$ cat src/rtl/game_ctrl_if.sv
// Shared state encoding and the sequencer's bus to the display controller.
// The package lives here so it compiles ahead of the interface that uses it.
package game_types;
  typedef enum logic [3:0] {
    S_IDLE,
    S_SET_D3,
    S_SET_D2,
    S_SET_D1,
    S_SET_D0,
    S_GUESS_D3,
    S_GUESS_D2,
    S_GUESS_D1,
    S_GUESS_D0,
    S_SHOW_RESULT,
    S_WIN,
    S_LOSE
  } state_t;
endpackage

interface game_ctrl_if;
  import game_types::*;

  logic [3:0] sw;
  logic       key_confirm;
  logic       key_start;
  state_t     state;
  logic [3:0] target [3:0];
  logic [3:0] guess  [3:0];
  logic [3:0] candidate;
  logic       sw_valid;
  logic [2:0] chances;
  logic       blink_on;
  logic [2:0] bulls;

  modport master (
    input  sw, key_confirm, key_start,
    output state, target, guess, candidate, sw_valid, chances, blink_on, bulls
  );

  modport slave (
    output sw, key_confirm, key_start,
    input  state, target, guess, candidate, sw_valid, chances, blink_on, bulls
  );
endinterface

$ cat src/rtl/game_ctrl.sv
// Bulls-and-Cows master sequencer: code entry, guess rounds, scoring, timed
// result display and blink phase for the active digit.
module game_ctrl
  import game_types::*;
#(
  parameter int unsigned BLINK_DIV     = 25_000_000,
  parameter int unsigned RESULT_CYCLES = 150_000_000,
  parameter int unsigned MAX_CHANCES   = 5
) (
  input  logic            clk,
  input  logic            rst,
  game_ctrl_if.master     bus
);

  localparam int unsigned BlinkW  = $clog2(BLINK_DIV);
  localparam int unsigned ResultW = $clog2(RESULT_CYCLES);
  localparam logic [BlinkW-1:0]  BlinkLast  = BlinkW'(BLINK_DIV - 1);
  localparam logic [ResultW-1:0] ResultLast = ResultW'(RESULT_CYCLES - 1);

  state_t             state_q, state_d;
  logic [3:0]         target_q [3:0];
  logic [3:0]         target_d [3:0];
  logic [3:0]         guess_q  [3:0];
  logic [3:0]         guess_d  [3:0];
  logic [2:0]         chances_q, chances_d;
  logic [2:0]         bulls_q, bulls_d;
  logic [BlinkW-1:0]  blink_cnt_q, blink_cnt_d;
  logic               blink_on_q, blink_on_d;
  logic [ResultW-1:0] res_cnt_q, res_cnt_d;

  logic       entry_set, entry_guess, dup, sw_valid, accept;
  logic [1:0] digit;
  logic [2:0] bulls_calc;

  // Decode which digit (if any) is currently being entered.
  always_comb begin
    entry_set   = 1'b0;
    entry_guess = 1'b0;
    digit       = 2'd0;
    unique case (state_q)
      S_SET_D3:   begin entry_set   = 1'b1; digit = 2'd3; end
      S_SET_D2:   begin entry_set   = 1'b1; digit = 2'd2; end
      S_SET_D1:   begin entry_set   = 1'b1; digit = 2'd1; end
      S_SET_D0:   begin entry_set   = 1'b1; digit = 2'd0; end
      S_GUESS_D3: begin entry_guess = 1'b1; digit = 2'd3; end
      S_GUESS_D2: begin entry_guess = 1'b1; digit = 2'd2; end
      S_GUESS_D1: begin entry_guess = 1'b1; digit = 2'd1; end
      S_GUESS_D0: begin entry_guess = 1'b1; digit = 2'd0; end
      default: ;
    endcase
  end

  // Only digits to the left of the active one are already confirmed.
  always_comb begin
    dup = 1'b0;
    for (int j = 0; j < 4; j++) begin
      if (j > int'(digit)) begin
        if (entry_set && bus.sw == target_q[j]) dup = 1'b1;
        if (entry_guess && bus.sw == guess_q[j]) dup = 1'b1;
      end
    end
    sw_valid = (entry_set | entry_guess) && (bus.sw <= 4'd9) && !dup;
    accept   = bus.key_confirm & sw_valid;
  end

  // Score uses the digit being confirmed right now in place of guess[0].
  always_comb begin
    bulls_calc = 3'd0;
    for (int i = 0; i < 4; i++) begin
      if (((i == 0) ? bus.sw : guess_q[i]) == target_q[i]) bulls_calc = bulls_calc + 3'd1;
    end
  end

  always_comb begin
    state_d   = state_q;
    target_d  = target_q;
    guess_d   = guess_q;
    chances_d = chances_q;
    bulls_d   = bulls_q;
    res_cnt_d = res_cnt_q;

    if (accept && entry_set)   target_d[digit] = bus.sw;
    if (accept && entry_guess) guess_d[digit]  = bus.sw;

    unique case (state_q)
      S_IDLE:     if (bus.key_start) state_d = S_SET_D3;
      S_SET_D3:   if (accept) state_d = S_SET_D2;
      S_SET_D2:   if (accept) state_d = S_SET_D1;
      S_SET_D1:   if (accept) state_d = S_SET_D0;
      S_SET_D0: begin
        if (accept) begin
          chances_d = 3'(MAX_CHANCES);
          guess_d   = '{default: 4'd0};
          state_d   = S_GUESS_D3;
        end
      end
      S_GUESS_D3: if (accept) state_d = S_GUESS_D2;
      S_GUESS_D2: if (accept) state_d = S_GUESS_D1;
      S_GUESS_D1: if (accept) state_d = S_GUESS_D0;
      S_GUESS_D0: begin
        if (accept) begin
          chances_d = chances_q - 3'd1;
          bulls_d   = bulls_calc;
          res_cnt_d = '0;
          state_d   = S_SHOW_RESULT;
        end
      end
      S_SHOW_RESULT: begin
        if (res_cnt_q == ResultLast) begin
          if (bulls_q == 3'd4) begin
            state_d = S_WIN;
          end else if (chances_q == 3'd0) begin
            state_d = S_LOSE;
          end else begin
            guess_d = '{default: 4'd0};
            state_d = S_GUESS_D3;
          end
        end else begin
          res_cnt_d = res_cnt_q + 1'b1;
        end
      end
      S_WIN, S_LOSE: if (bus.key_start) state_d = S_IDLE;
      default: state_d = S_IDLE;
    endcase
  end

  // Restart the blink phase visible whenever the state changes.
  always_comb begin
    blink_cnt_d = blink_cnt_q;
    blink_on_d  = blink_on_q;
    if (state_d != state_q) begin
      blink_cnt_d = '0;
      blink_on_d  = 1'b1;
    end else if (blink_cnt_q == BlinkLast) begin
      blink_cnt_d = '0;
      blink_on_d  = ~blink_on_q;
    end else begin
      blink_cnt_d = blink_cnt_q + 1'b1;
    end
  end

  always_ff @(posedge clk) begin
    if (rst) begin
      state_q     <= S_IDLE;
      target_q    <= '{default: 4'd0};
      guess_q     <= '{default: 4'd0};
      chances_q   <= 3'd0;
      bulls_q     <= 3'd0;
      blink_cnt_q <= '0;
      blink_on_q  <= 1'b1;
      res_cnt_q   <= '0;
    end else begin
      state_q     <= state_d;
      target_q    <= target_d;
      guess_q     <= guess_d;
      chances_q   <= chances_d;
      bulls_q     <= bulls_d;
      blink_cnt_q <= blink_cnt_d;
      blink_on_q  <= blink_on_d;
      res_cnt_q   <= res_cnt_d;
    end
  end

  assign bus.state     = state_q;
  assign bus.target    = target_q;
  assign bus.guess     = guess_q;
  assign bus.candidate = bus.sw;
  assign bus.sw_valid  = sw_valid;
  assign bus.chances   = chances_q;
  assign bus.blink_on  = blink_on_q;
  assign bus.bulls     = bulls_q;

endmodule

$ cat src/flat_wrapper.sv
// flat-port wrapper written by rule: the top's interface ports become plain ports
module game_ctrl_flat import game_types::*;
#(
  parameter int unsigned BLINK_DIV     = 25_000_000,
  parameter int unsigned RESULT_CYCLES = 150_000_000,
  parameter int unsigned MAX_CHANCES   = 5
)
  (clk, rst, bus_sw, bus_key_confirm, bus_key_start, bus_state, bus_target, bus_guess, bus_candidate, bus_sw_valid, bus_chances, bus_blink_on, bus_bulls);
  game_ctrl_if bus_i ();
  input  logic clk;
  input  logic rst;
  input wire logic [$bits(bus_i.sw)-1:0] bus_sw;
  input wire logic [$bits(bus_i.key_confirm)-1:0] bus_key_confirm;
  input wire logic [$bits(bus_i.key_start)-1:0] bus_key_start;
  output wire logic [$bits(bus_i.state)-1:0] bus_state;
  output wire logic [$bits(bus_i.target)-1:0] bus_target;
  output wire logic [$bits(bus_i.guess)-1:0] bus_guess;
  output wire logic [$bits(bus_i.candidate)-1:0] bus_candidate;
  output wire logic [$bits(bus_i.sw_valid)-1:0] bus_sw_valid;
  output wire logic [$bits(bus_i.chances)-1:0] bus_chances;
  output wire logic [$bits(bus_i.blink_on)-1:0] bus_blink_on;
  output wire logic [$bits(bus_i.bulls)-1:0] bus_bulls;
  assign bus_i.sw = bus_sw;
  assign bus_i.key_confirm = bus_key_confirm;
  assign bus_i.key_start = bus_key_start;
  assign bus_state = bus_i.state;
  assign bus_target = {>>{bus_i.target}};
  assign bus_guess = {>>{bus_i.guess}};
  assign bus_candidate = bus_i.candidate;
  assign bus_sw_valid = bus_i.sw_valid;
  assign bus_chances = bus_i.chances;
  assign bus_blink_on = bus_i.blink_on;
  assign bus_bulls = bus_i.bulls;
  game_ctrl #(.BLINK_DIV(BLINK_DIV), .RESULT_CYCLES(RESULT_CYCLES), .MAX_CHANCES(MAX_CHANCES)) u_core (.clk(clk), .rst(rst), .bus(bus_i));
endmodule
$ cat config.mk
export PLATFORM = sky130hd
export DESIGN_NAME = game_ctrl_flat
export DESIGN_NICKNAME = d
export VERILOG_FILES = /design/src/rtl/game_ctrl_if.sv /design/src/rtl/game_ctrl.sv /design/src/flat_wrapper.sv
export SDC_FILE = /design/constraint.sdc
export NUM_CORES = 1
export LEC_CHECK = 0
export ABC_AREA = 1
export CELL_PAD_IN_SITES_DETAIL_PLACEMENT = 0
export CELL_PAD_IN_SITES_GLOBAL_PLACEMENT = 2
export CORE_MARGIN = 5
export CORE_UTILIZATION = 35
export DETAILED_ROUTE_END_ITERATION = 8
export GPL_TIMING_DRIVEN = 0
export HOLD_SLACK_MARGIN = 0.12
export PLACE_DENSITY = 0.91
export SYNTH_ARGS = -nofsm -noshare
export SYNTH_HDL_FRONTEND = slang
export SYNTH_SLANG_ARGS = --single-unit
$ cat constraint.sdc
create_clock -name clk -period 7 [get_ports clk]
set_clock_uncertainty 0.15 [all_clocks]
set_input_delay 1.4 -clock clk [delete_from_list [all_inputs] [get_ports clk]]
set_output_delay 1.4 -clock clk [all_outputs]
set_load 0.005 [all_outputs]
; Word-level counts from Yosys, hierarchy flattened
; Index checks and enable logic that the tools add are counted.
[word_totals]
elab_cells = 130
output_inout_bits = 48
reg_bits = 96
in_bits = 8
[classes]
bitwise_logic = 3
n_eq_ne = 28
muxes = 46
reduce_logical = 27
magnitude_cmp = 6
n_addsub = 6
[op_table]
columns = op, n
row1 = two-way mux 16 bit, 5
row2 = two-way mux 28 bit, 2
row3 = two-way mux 4 bit, 14
row4 = one-hot mux 28 bit (2 select lines), 1
row5 = one-hot mux 4 bit (11 select lines), 1
row6 = == test 4 bit, 10
row7 = bitwise mux 16 bit, 2
row8 = one-hot mux 16 bit (2 select lines), 1
row9 = "adder 28 x 1 -> 28 bit, second input constant", 1
row10 = "== test 28 bit, second input constant", 1
row11 = "adder 25 x 1 -> 25 bit, second input constant", 1
row12 = "== test 25 bit, second input constant", 1
row13 = "== test 4 x 3 -> 1 bit, second input constant", 4
row14 = "== test 4 bit, second input constant", 4
row15 = two-way mux 3 bit, 5
row16 = two-way mux 1 bit, 12
row17 = logical AND 1 bit, 11
row18 = OR reduction 2 bit, 5
row19 = demux 4 bit (select 2 bit), 1
row20 = "== test 4 x 2 -> 1 bit, second input constant", 2
row21 = OR reduction 4 bit, 2
row22 = "adder 3 x 1 -> 3 bit, second input constant", 2
row23 = one-hot mux 2 bit (3 select lines), 1
row24 = one-hot mux 3 bit (2 select lines), 1
row25 = other kinds (22), 26

; Longest topological paths before layout
; Gate-level depths: netlist of run 1.
[depth]
word_depth = 22
ltp_mapped = 22
depth_no_buf = 21

; Worst setup path before layout of run 1
; OpenSTA, ideal clock, no wires.
[synth_path]
path_kind = input port to output port
startpoint = input bus_sw[2]
endpoint = output bus_sw_valid
t_required_ns = 5.450
arrival_time_ns = 2.292
setup_slack_ns = 3.158
stages = 12
path_buffers = 1
cell_sequence = buf_4 inv_2 nand2_1 nand2_1 nor2_1 nand3_1 nand2_1 nand2_1 nand2_1 nand2_2 nand2_4 a21boi_4
[synth_between]
elab_chain_len = 13
elab_cells_between_ends = 25
classes_between = order compare (1) / eq/ne (6) / mux (9) / reduce/logical (9)
[synth_rtl]
columns = item, line
row1 = from (decl), flat_wrapper.sv:12  ; input wire logic [$bits(bus_i.sw)-1:0] bus_sw;
row2 = == test 4 bit, game_ctrl.sv:58  ; if (entry_set && bus.sw == target_q[j]) dup = 1'b1;
row3 = logical AND 1 bit, game_ctrl.sv:58
row4 = two-way mux 1 bit, game_ctrl.sv:58
row5 = two-way mux 1 bit, game_ctrl.sv:59  ; if (entry_guess && bus.sw == guess_q[j]) dup = 1'b1;
row6 = two-way mux 1 bit, game_ctrl.sv:57  ; if (j > int'(digit)) begin
row7 = two-way mux 1 bit, game_ctrl.sv:58
row8 = two-way mux 1 bit, game_ctrl.sv:59
row9 = two-way mux 1 bit, game_ctrl.sv:57
row10 = two-way mux 1 bit, game_ctrl.sv:58
row11 = two-way mux 1 bit, game_ctrl.sv:59
row12 = two-way mux 1 bit, game_ctrl.sv:57
row13 = zero test 1 bit, game_ctrl.sv:62  ; sw_valid = (entry_set | entry_guess) && (bus.sw <= 4'd9) && !dup;
row14 = logical AND 1 bit *, game_ctrl.sv:62
row15 = to (decl), flat_wrapper.sv:19  ; output wire logic [$bits(bus_i.sw_valid)-1:0] bus_sw_valid;
; Mark *: on every way between the ends. The rest lies on a longest branch, timed or not.

; Worst setup path in the final report of run 1
[layout_path]
startpoint = input bus_sw[1]
endpoint = output bus_sw_valid
; The elaborated chain is that of the path after synthesis.

==> flow_metrics.tcl, run 1 <==
set metrics [dict create \
    outcome "completed" \
    whs_path_depth 1 \
    htree_levels 3 \
    areaGrowthSynthToFinish_pct 19.8 \
    reg2regPathDepth 13 \
    pwr_density_cell_nw_per_um2 174 \
    postCtsSetupBuffers 0 \
    num_vias 5046 \
    synth_cell_types 44 \
    crit_type "input pin to output port" \
    antenna_found_initial 0 \
    io_pins 56 \
    reg2reg_from "u_core.res_cnt_q[0]" \
    overflow 0 \
    vias_per_cell 4.71 \
    synthCells 787 \
    grt_pass1_vias 4720 \
    rsz0062_at_grt "false" \
    finalNonFillerCells 1071 \
    hold_class "register to register" \
    cts_resized 0 \
    total_power_mw 1.15 \
    fin_ws_ns 1.92 \
    final_core_util_pct 42.2 \
    startpoint_type "input pin" \
    synth_seq_cells 96 \
    finalCritPeriodShare_pct 72.6 \
    ir_drop_mv 0.109 \
    whs_endpoint "u_core.blink_cnt_q[0]" \
    finalSetupViolations 0 \
    tightest_slew_ns 0.805 \
    yosysWarnings 0 \
    chipWidth_um 136 \
    cts_num_sinks 96 \
    gp_congestion 0.826 \
    min-delay-start "u_core.blink_cnt_q[0]" \
    clk_pin_slew_ns 0.06 \
    required_ns 5.45 \
    postRouteAntennaNets 0 \
    cts.hold.buffers_added 0 \
    drt_iter0_markers 333 \
    rows 46 \
    multi_input_area_um2 3050 \
    fin_crit_ns 5.08 \
    worstPathArrival_ns 3.53 \
    num-fill-cells 1661 \
    reg2reg_slack_ns 3.84 \
    maxSlewHeadroom_pct 45.9 \
    grtUsageTotal_pct 16.7 \
    hpwlAfterDp_mm 11.4 \
    seqCellArea_um2 1920 \
    seq_area_frac_synth_pct 34.7 \
    syn_nets 802 \
    max_freq_mhz 197 \
    start_util_pct 35.3 \
    coreArea_um2 15700 \
    max_cap_violations 0 \
    holdWs_ns 0.300 \
    io_buffers 52 \
    leakagePower_nw 2.59 \
    tns_ns 0 \
    clk_latency_ns 0.35 \
    firstDrtPassIters 5 \
    drive_gt1_share_pct 10.2 \
    diodes 0 \
    synth.avg_cell_area_um2 7.04 \
    tritoncts "yes" \
    worstSetupStartpoint "bus_sw[1]" \
    grt_pass1_wl_mm 24.4 \
    dp_slack_ns 1.94 \
    dp.cells 1055 \
    cts_buffers 9 \
    place_area_um2 6330 \
    hold_viol_final 0 \
    detail_route.wl_per_cell_um 13.9 \
    clockBufferDepth 2 \
    die-height_um 136 \
    synth_area_um2 5540 \
    grt_max_degree 17 \
    critical_path.max_fanout 8 \
    final_max_slew_viol_count 0 \
    end_kind "output port" \
    rr_endpoint "u_core.bus.guess[9]" \
    drc 0 \
    drt-total-wl_mm 14.9 \
    die_area_um2 18400 \
    cts-root-buf "clkbuf_16" \
    nets 865 \
    design_area_um2 6640 \
]
-- layer usage --
metal  share of wire [%]  wire length (um)  global-route usage (%)
met4                 1.6               240                    5.15
met1                  51              7640                    23.8
met5                   0                 0                       0
met2                  43              6460                    25.4
met3                 3.6               529                    3.31
-- worst max path at each step --
stage | endpoint | cells past startpoint
after detailed placement | bus_sw_valid | 13
after global placement | bus_sw_valid | 13
after global routing | bus_sw_valid | 13
final | bus_sw_valid | 13
after floorplan | bus_sw_valid | 12
after CTS | bus_sw_valid | 13
-- cells in the final DEF (no fill, tap or decap), drive strengths merged, types with 5 or more instances in the layout --
| cell type | synthesis | routed |
|---|---|---|
| nor4 | 5 | 5 |
| xor2 | 39 | 39 |
| nand2 | 146 | 146 |
| a211oi | 8 | 8 |
| a21oi | 55 | 55 |
| nand3 | 38 | 38 |
| or2 | 8 | 8 |
| nand4 | 30 | 30 |
| clkbuf | 6 | 17 |
| ha | 7 | 7 |
| nor2 | 115 | 115 |
| xnor2 | 18 | 18 |
| clkdlybuf4s50 | 0 | 52 |
| dfxtp | 96 | 96 |
| nor3 | 26 | 26 |
| inv | 110 | 112 |
| o21ai | 45 | 45 |
| buf | 16 | 16 |
-- registers in the layout, indices dropped and copies added, names as in the netlist --
signal and cells:
u_core.bus.bulls 3, u_core.res_cnt_q 28, u_core.bus.target 16, u_core.bus.guess 16
u_core.blink_cnt_q 25, u_core.bus.blink_on 1, u_core.bus.state 4, u_core.bus.chances 3
-- logic make-up (layout without fill, tap and decap cells) --
logic type	count (synthesis)	after routing	share of synthesized area [%]
compound gates	118	118	12.3
xor+xnor	57	57	9.01
fa+ha+maj	7	7	1.58
buf+inv	132	200	10.3
flops	96	96	34.7
mux	1	1	0.181
simple gates	376	376	31.9
-- cells in the mapped netlist, drive strengths merged --
cell type	n	share of area [%]
a211oi	8	1.1
a21boi	1	0.34
a21oi	55	5.2
a221oi	1	0.16
a22oi	1	0.14
a31oi	2	0.23
and3	3	0.34
buf	16	2.4
clkbuf	6	0.41
dfxtp	96	35
ha	7	1.6
inv	110	7.5
mux2i	1	0.18
nand2	146	10
nand3	38	3.7
nand3b	1	0.14
nand4	30	4.0
nor2	115	9.0
nor3	26	2.3
nor3b	3	0.41
nor4	5	0.56
nor4b	1	0.16
o211ai	2	0.36
o21a	2	0.27
o21ai	45	4.3
o21ba	1	0.18
or2	8	0.90
xnor2	18	2.8
xor2	39	6.2
-- cell type report --
| type | instances | area share, % |
|---|---|---|
| multi-input combinational | 559 | 45.9 |
| sequential | 96 | 29.0 |
| timing repair buffer | 52 | 7.84 |
| inverter | 110 | 6.22 |
| tap | 216 | 4.07 |
| clock buffer | 11 | 3.66 |
| buffer | 22 | 2.36 |
| clock inverter | 5 | 0.943 |
-- report_power, final --
| part | switching (mW) | internal (mW) |
|---|---|---|
| logic | 0.0526 | 0.0301 |
| registers | 0.00164 | 0.548 |
| clock network | 0.229 | 0.290 |
| total | 0.283 | 0.868 |
-- critical path, stage by stage --
cell and delay, ns:
clkdlybuf4s50_1 0.44, inv_1 0.36, nand2_1 0.12, o21ai_2 0.07
nor2_1 0.05, nand3_1 0.08, nand2_1 0.06, nand2_1 0.05
nand2_1 0.06, nand2_2 0.07, nand2_4 0.06, a21boi_4 0.17
clkdlybuf4s50_1 0.53
Power figures use the tool's default switching activity.
==> run 2, diff against run 1 <==
CORE_UTILIZATION = 29   (was 35)
PLACE_DENSITY = 0.82   (was 0.91)
clock period = 4.51 ns   (was 7 ns; I/O delays follow)
==> flow_metrics.tcl, run 2 (synthesis results as in run 1) <==
set metrics [dict create \
    outcome "completed" \
    hold_class "register to register" \
    gp_congestion 0.797 \
    grt_pass1_vias 4758 \
    chipWidth_um 148 \
    end_kind "output port" \
    crit_top_cell "nand2_1" \
    cts_num_sinks 96 \
    largest_register "u_core.res_cnt_q" \
    total_power_mw 1.74 \
    vias_per_cell 4.65 \
    min-delay-start "u_core.blink_cnt_q[0]" \
    drc 0 \
    io_pins 56 \
    areaGrowthSynthToFinish_pct 19.8 \
    crit_path_top_delay_cell "clkdlybuf4s50_1" \
    reg2reg_slack_ns 1.23 \
    final_max_slew_viol_count 0 \
    place_area_um2 6350 \
    design_area_um2 6630 \
    drt-total-wl_mm 15.6 \
    finalCritPeriodShare_pct 90.9 \
    dp.cells 1073 \
    clk_pin_slew_ns 0.06 \
    max_cap_violations 0 \
    rows 50 \
    path_cells "clkdlybuf4s50_1 -> inv_1 -> nand2_1 -> o21ai_2 -> nor2_1 -> nand3_1 -> nand2_1 -> nand2_1 -> nand2_1 -> nand2_2 -> nand2_4 -> a21boi_4 -> clkdlybuf4s50_1" \
    leakagePower_nw 2.58 \
    tritoncts "yes" \
    tightest_slew_ns 0.894 \
    antenna_found_initial 0 \
    pwr_density_cell_nw_per_um2 262 \
    overflow 0 \
    startpoint_type "input pin" \
    cts_buffers 9 \
    grt_max_degree 15 \
    clockBufferDepth 2 \
    num_vias 5064 \
    start_util_pct 29.5 \
    firstDrtPassIters 5 \
    rsz0062_at_grt "false" \
    drive_gt1_share_pct 9.94 \
    tns_ns 0 \
    fin_crit_ns 4.10 \
    top_layer "met4" \
    finalSetupViolations 0 \
    postCtsSetupBuffers 0 \
    drt_iter0_markers 304 \
    die-height_um 148 \
    ir_drop_mv 0.178 \
    max_freq_mhz 244 \
    die_area_um2 22000 \
    cpPeakStageDelay_ns 0.53 \
    reg2reg_from "u_core.res_cnt_q[0]" \
    num-fill-cells 2061 \
    io_buffers 52 \
    worstSetupStartpoint "bus_sw[1]" \
    grtUsageTotal_pct 14.4 \
    layout_commonest_cell "nand2_1" \
    largest_reg_flops 28 \
    final_cell_mix "nand2_1 (141), inv_1 (105), dfxtp_1 (96), nor2_1 (90), a21oi_1 (53)" \
    hpwlAfterDp_mm 11.9 \
    coreArea_um2 18800 \
    clk_latency_ns 0.35 \
    hold_viol_final 0 \
    maxSlewHeadroom_pct 39.9 \
    nets 865 \
    critical_path.max_fanout 8 \
    cts_resized 0 \
    finalNonFillerCells 1089 \
    postRouteAntennaNets 0 \
    worstPathArrival_ns 3.05 \
    diodes 0 \
    crit_type "input pin to output port" \
    cts-root-buf "clkbuf_16" \
    reg_top3 "u_core.res_cnt_q: 28 flops, u_core.blink_cnt_q: 25 flops" \
    cts.hold.buffers_added 0 \
    drt-met1-wl_mm 7.97 \
    wl_met2_mm 7.04 \
    required_ns 3.46 \
    grt_pass1_wl_mm 25.6 \
    wl_met3_um 420 \
    htree_levels 3 \
    detail_route.wl_per_cell_um 14.3 \
]
==> run 2: cell types whose count changed in the layout (fill, tap and decap cells not counted) <==
cell        before  now
clkbuf_1         7    9
clkbuf_8         1    0
clkinv_2         1    3
clkinvlp_4       1    0
inv_6            1    0
inv_8            1    0
==> run 2: power breakdown <==
group	internal (mW)	leakage (nW)	switching (mW)	total [mW]
registers	0.850	0.773	0.00240	0.853
clock network	0.428	0.140	0.329	0.757
logic	0.0467	1.67	0.0833	0.130
total	1.33	2.58	0.415	1.74
==> run 2: critical path, delay by kind of cell <==
kind	cells	cell delay, ns
AOI/OAI and AO/OA	2	0.26
buffers and inverters	3	1.29
and+or+nand+nor	8	0.58
==> run 2: final timing paths <==
path,cells after the start,end
worst max register to register,13,u_core.bus.guess[11]
worst max-delay path,13,bus_sw_valid
worst min register to register,1,u_core.blink_cnt_q[0]
worst min-delay path,1,u_core.blink_cnt_q[0]
==> run 2: metrics by stage <==
stage,util (%),hold WS (ns),setup slack [ns]
final,35.3,0.299,0.412
after global routing,35.3,0.310,0.310
after CTS,35.3,0.301,0.423
after detailed placement,33.8,0.286,0.428
after global placement,33.8,0.279,0.401
after floorplan,-,0.268,1.52
==> run 2: final cells by class <==
class	instances	area, um^2	area share (%)
Tap cell	234	293	4.41
Timing Repair Buffer	52	520	7.85
Sequential cell	96	1920	29.0
Buffer	22	156	2.36
Clock buffer	12	236	3.56
Inverter	110	413	6.22
Clock inverter	4	45.0	0.679
Multi-Input combinational cell	559	3050	45.9
==> run 2: routing by layer <==
metal,track usage (%),up-vias
li1,-,2677
met1,20.5,2312
met2,22.7,65
met3,2.65,10
met4,3.42,0
met5,0,-
==> run 3, diff against run 2 <==
CORE_ASPECT_RATIO = 0.75   (was not set)
CTS_CLUSTER_SIZE = 8   (was not set)
==> flow_metrics.tcl, run 3 (synthesis results as in run 1) <==
set metrics [dict create \
    reg_top3 "u_core.res_cnt_q: 28 flops, u_core.blink_cnt_q: 25 flops" \
    finalSetupViolations 0 \
    finalCritPeriodShare_pct 89.9 \
    rsz0062_at_grt "false" \
    total_power_mw 1.73 \
    postCtsSetupBuffers 0 \
    die_area_um2 22000 \
    crit_type "input pin to output port" \
    leakagePower_nw 2.57 \
    required_ns 3.46 \
    coreArea_um2 18600 \
    chipWidth_um 170 \
    postRouteAntennaNets 0 \
    antenna_found_initial 0 \
    vias_per_cell 4.57 \
    hold_class "register to register" \
    io_buffers 52 \
    max_freq_mhz 247 \
    holdWs_ns 0.299 \
    io_pins 56 \
    cts_buffers 9 \
    overflow 0 \
    seqCellArea_um2 1920 \
    multi_input_area_um2 3050 \
    htree_levels 3 \
    hpwlAfterDp_mm 12.1 \
    tightest_slew_ns 0.916 \
    grt_pass1_wl_mm 25.3 \
    startpoint_type "input pin" \
    dp.cells 1086 \
    pwr_density_cell_nw_per_um2 261 \
    fin_crit_ns 4.05 \
    drt_iter0_markers 335 \
    tns_ns 0 \
    critical_path.max_fanout 8 \
    finalNonFillerCells 1101 \
    tritoncts "yes" \
    cts-root-buf "clkbuf_16" \
    drive_gt1_share_pct 10.2 \
    detail_route.wl_per_cell_um 14.2 \
    ir_drop_mv 0.151 \
    die-height_um 130 \
    num-fill-cells 2043 \
    place_area_um2 6370 \
    firstDrtPassIters 5 \
    design_area_um2 6650 \
    cts_resized 0 \
    clockBufferDepth 2 \
    worstPathArrival_ns 3.00 \
    drc 0 \
    rows 43 \
    start_util_pct 29.8 \
    clk_latency_ns 0.35 \
    reg2reg_slack_ns 1.43 \
    drt-total-wl_mm 15.7 \
    nets 865 \
    cts_num_sinks 96 \
    final_core_util_pct 35.7 \
    max_cap_violations 0 \
    cts.hold.buffers_added 0 \
    grtUsageTotal_pct 14.5 \
    end_kind "output port" \
    num_vias 5037 \
    diodes 0 \
    areaGrowthSynthToFinish_pct 20.0 \
    largest_register "u_core.res_cnt_q" \
    hold_viol_final 0 \
    clk_pin_slew_ns 0.06 \
    largest_reg_flops 28 \
    final_cell_mix "nand2_1 (141), inv_1 (105), dfxtp_1 (96), nor2_1 (90), a21oi_1 (53)" \
    maxSlewHeadroom_pct 38.4 \
    grt_pass1_vias 4759 \
    outcome "completed" \
    dp_slack_ns 0.439 \
    final_max_slew_viol_count 0 \
    fin_ws_ns 0.456 \
    grt_max_degree 18 \
    gp_congestion 0.811 \
    layout_commonest_cell "nand2_1" \
]
==> run 3: power by group <==
part	switching (mW)	internal, mW	total, mW
sequential	0.00275	0.850	0.853
clock	0.366	0.381	0.748
combinational	0.0849	0.0467	0.132
total	0.454	1.28	1.73
==> run 3: critical path, stage by stage <==
cell and delay [ns]:
clkdlybuf4s50_1 0.44, inv_1 0.32, nand2_1 0.11, o21ai_2 0.07, nor2_1 0.05, nand3_1 0.08, nand2_1 0.06, nand2_1 0.05
nand2_1 0.06, nand2_2 0.07, nand2_4 0.07, a21boi_4 0.17, clkdlybuf4s50_1 0.54
==> run 3: layout make-up <==
type / instances / area share [%]
Buffer: 22 / 2.35
Clock buffer: 9 / 3.39
Clock inverter: 6 / 0.809
Inverter: 110 / 6.21
Multi-Input combinational cell: 559 / 45.8
Sequential cell: 96 / 28.9
Tap cell: 247 / 4.65
Timing Repair Buffer: 52 / 7.83
==> run 3: final timing paths <==
kind,start,to,cells after the start
hold / removal,u_core.blink_cnt_q[0],u_core.blink_cnt_q[0],1
hold reg to reg,u_core.blink_cnt_q[0],u_core.blink_cnt_q[0],1
setup / recovery,bus_sw[1],bus_sw_valid,13
setup reg to reg,u_core.res_cnt_q[0],u_core.bus.guess[8],13
==> run 3: routing by layer <==
| layer | vias up | track usage, % | part of all wire [%] |
|---|---|---|---|
| li1 | 2674 | - | - |
| met3 | 13 | 3.87 | 6.1 |
| met2 | 93 | 19.9 | 40 |
| met4 | 0 | 3.36 | 1.0 |
| met1 | 2257 | 22.2 | 53 |
| met5 | - | 0 | 0 |
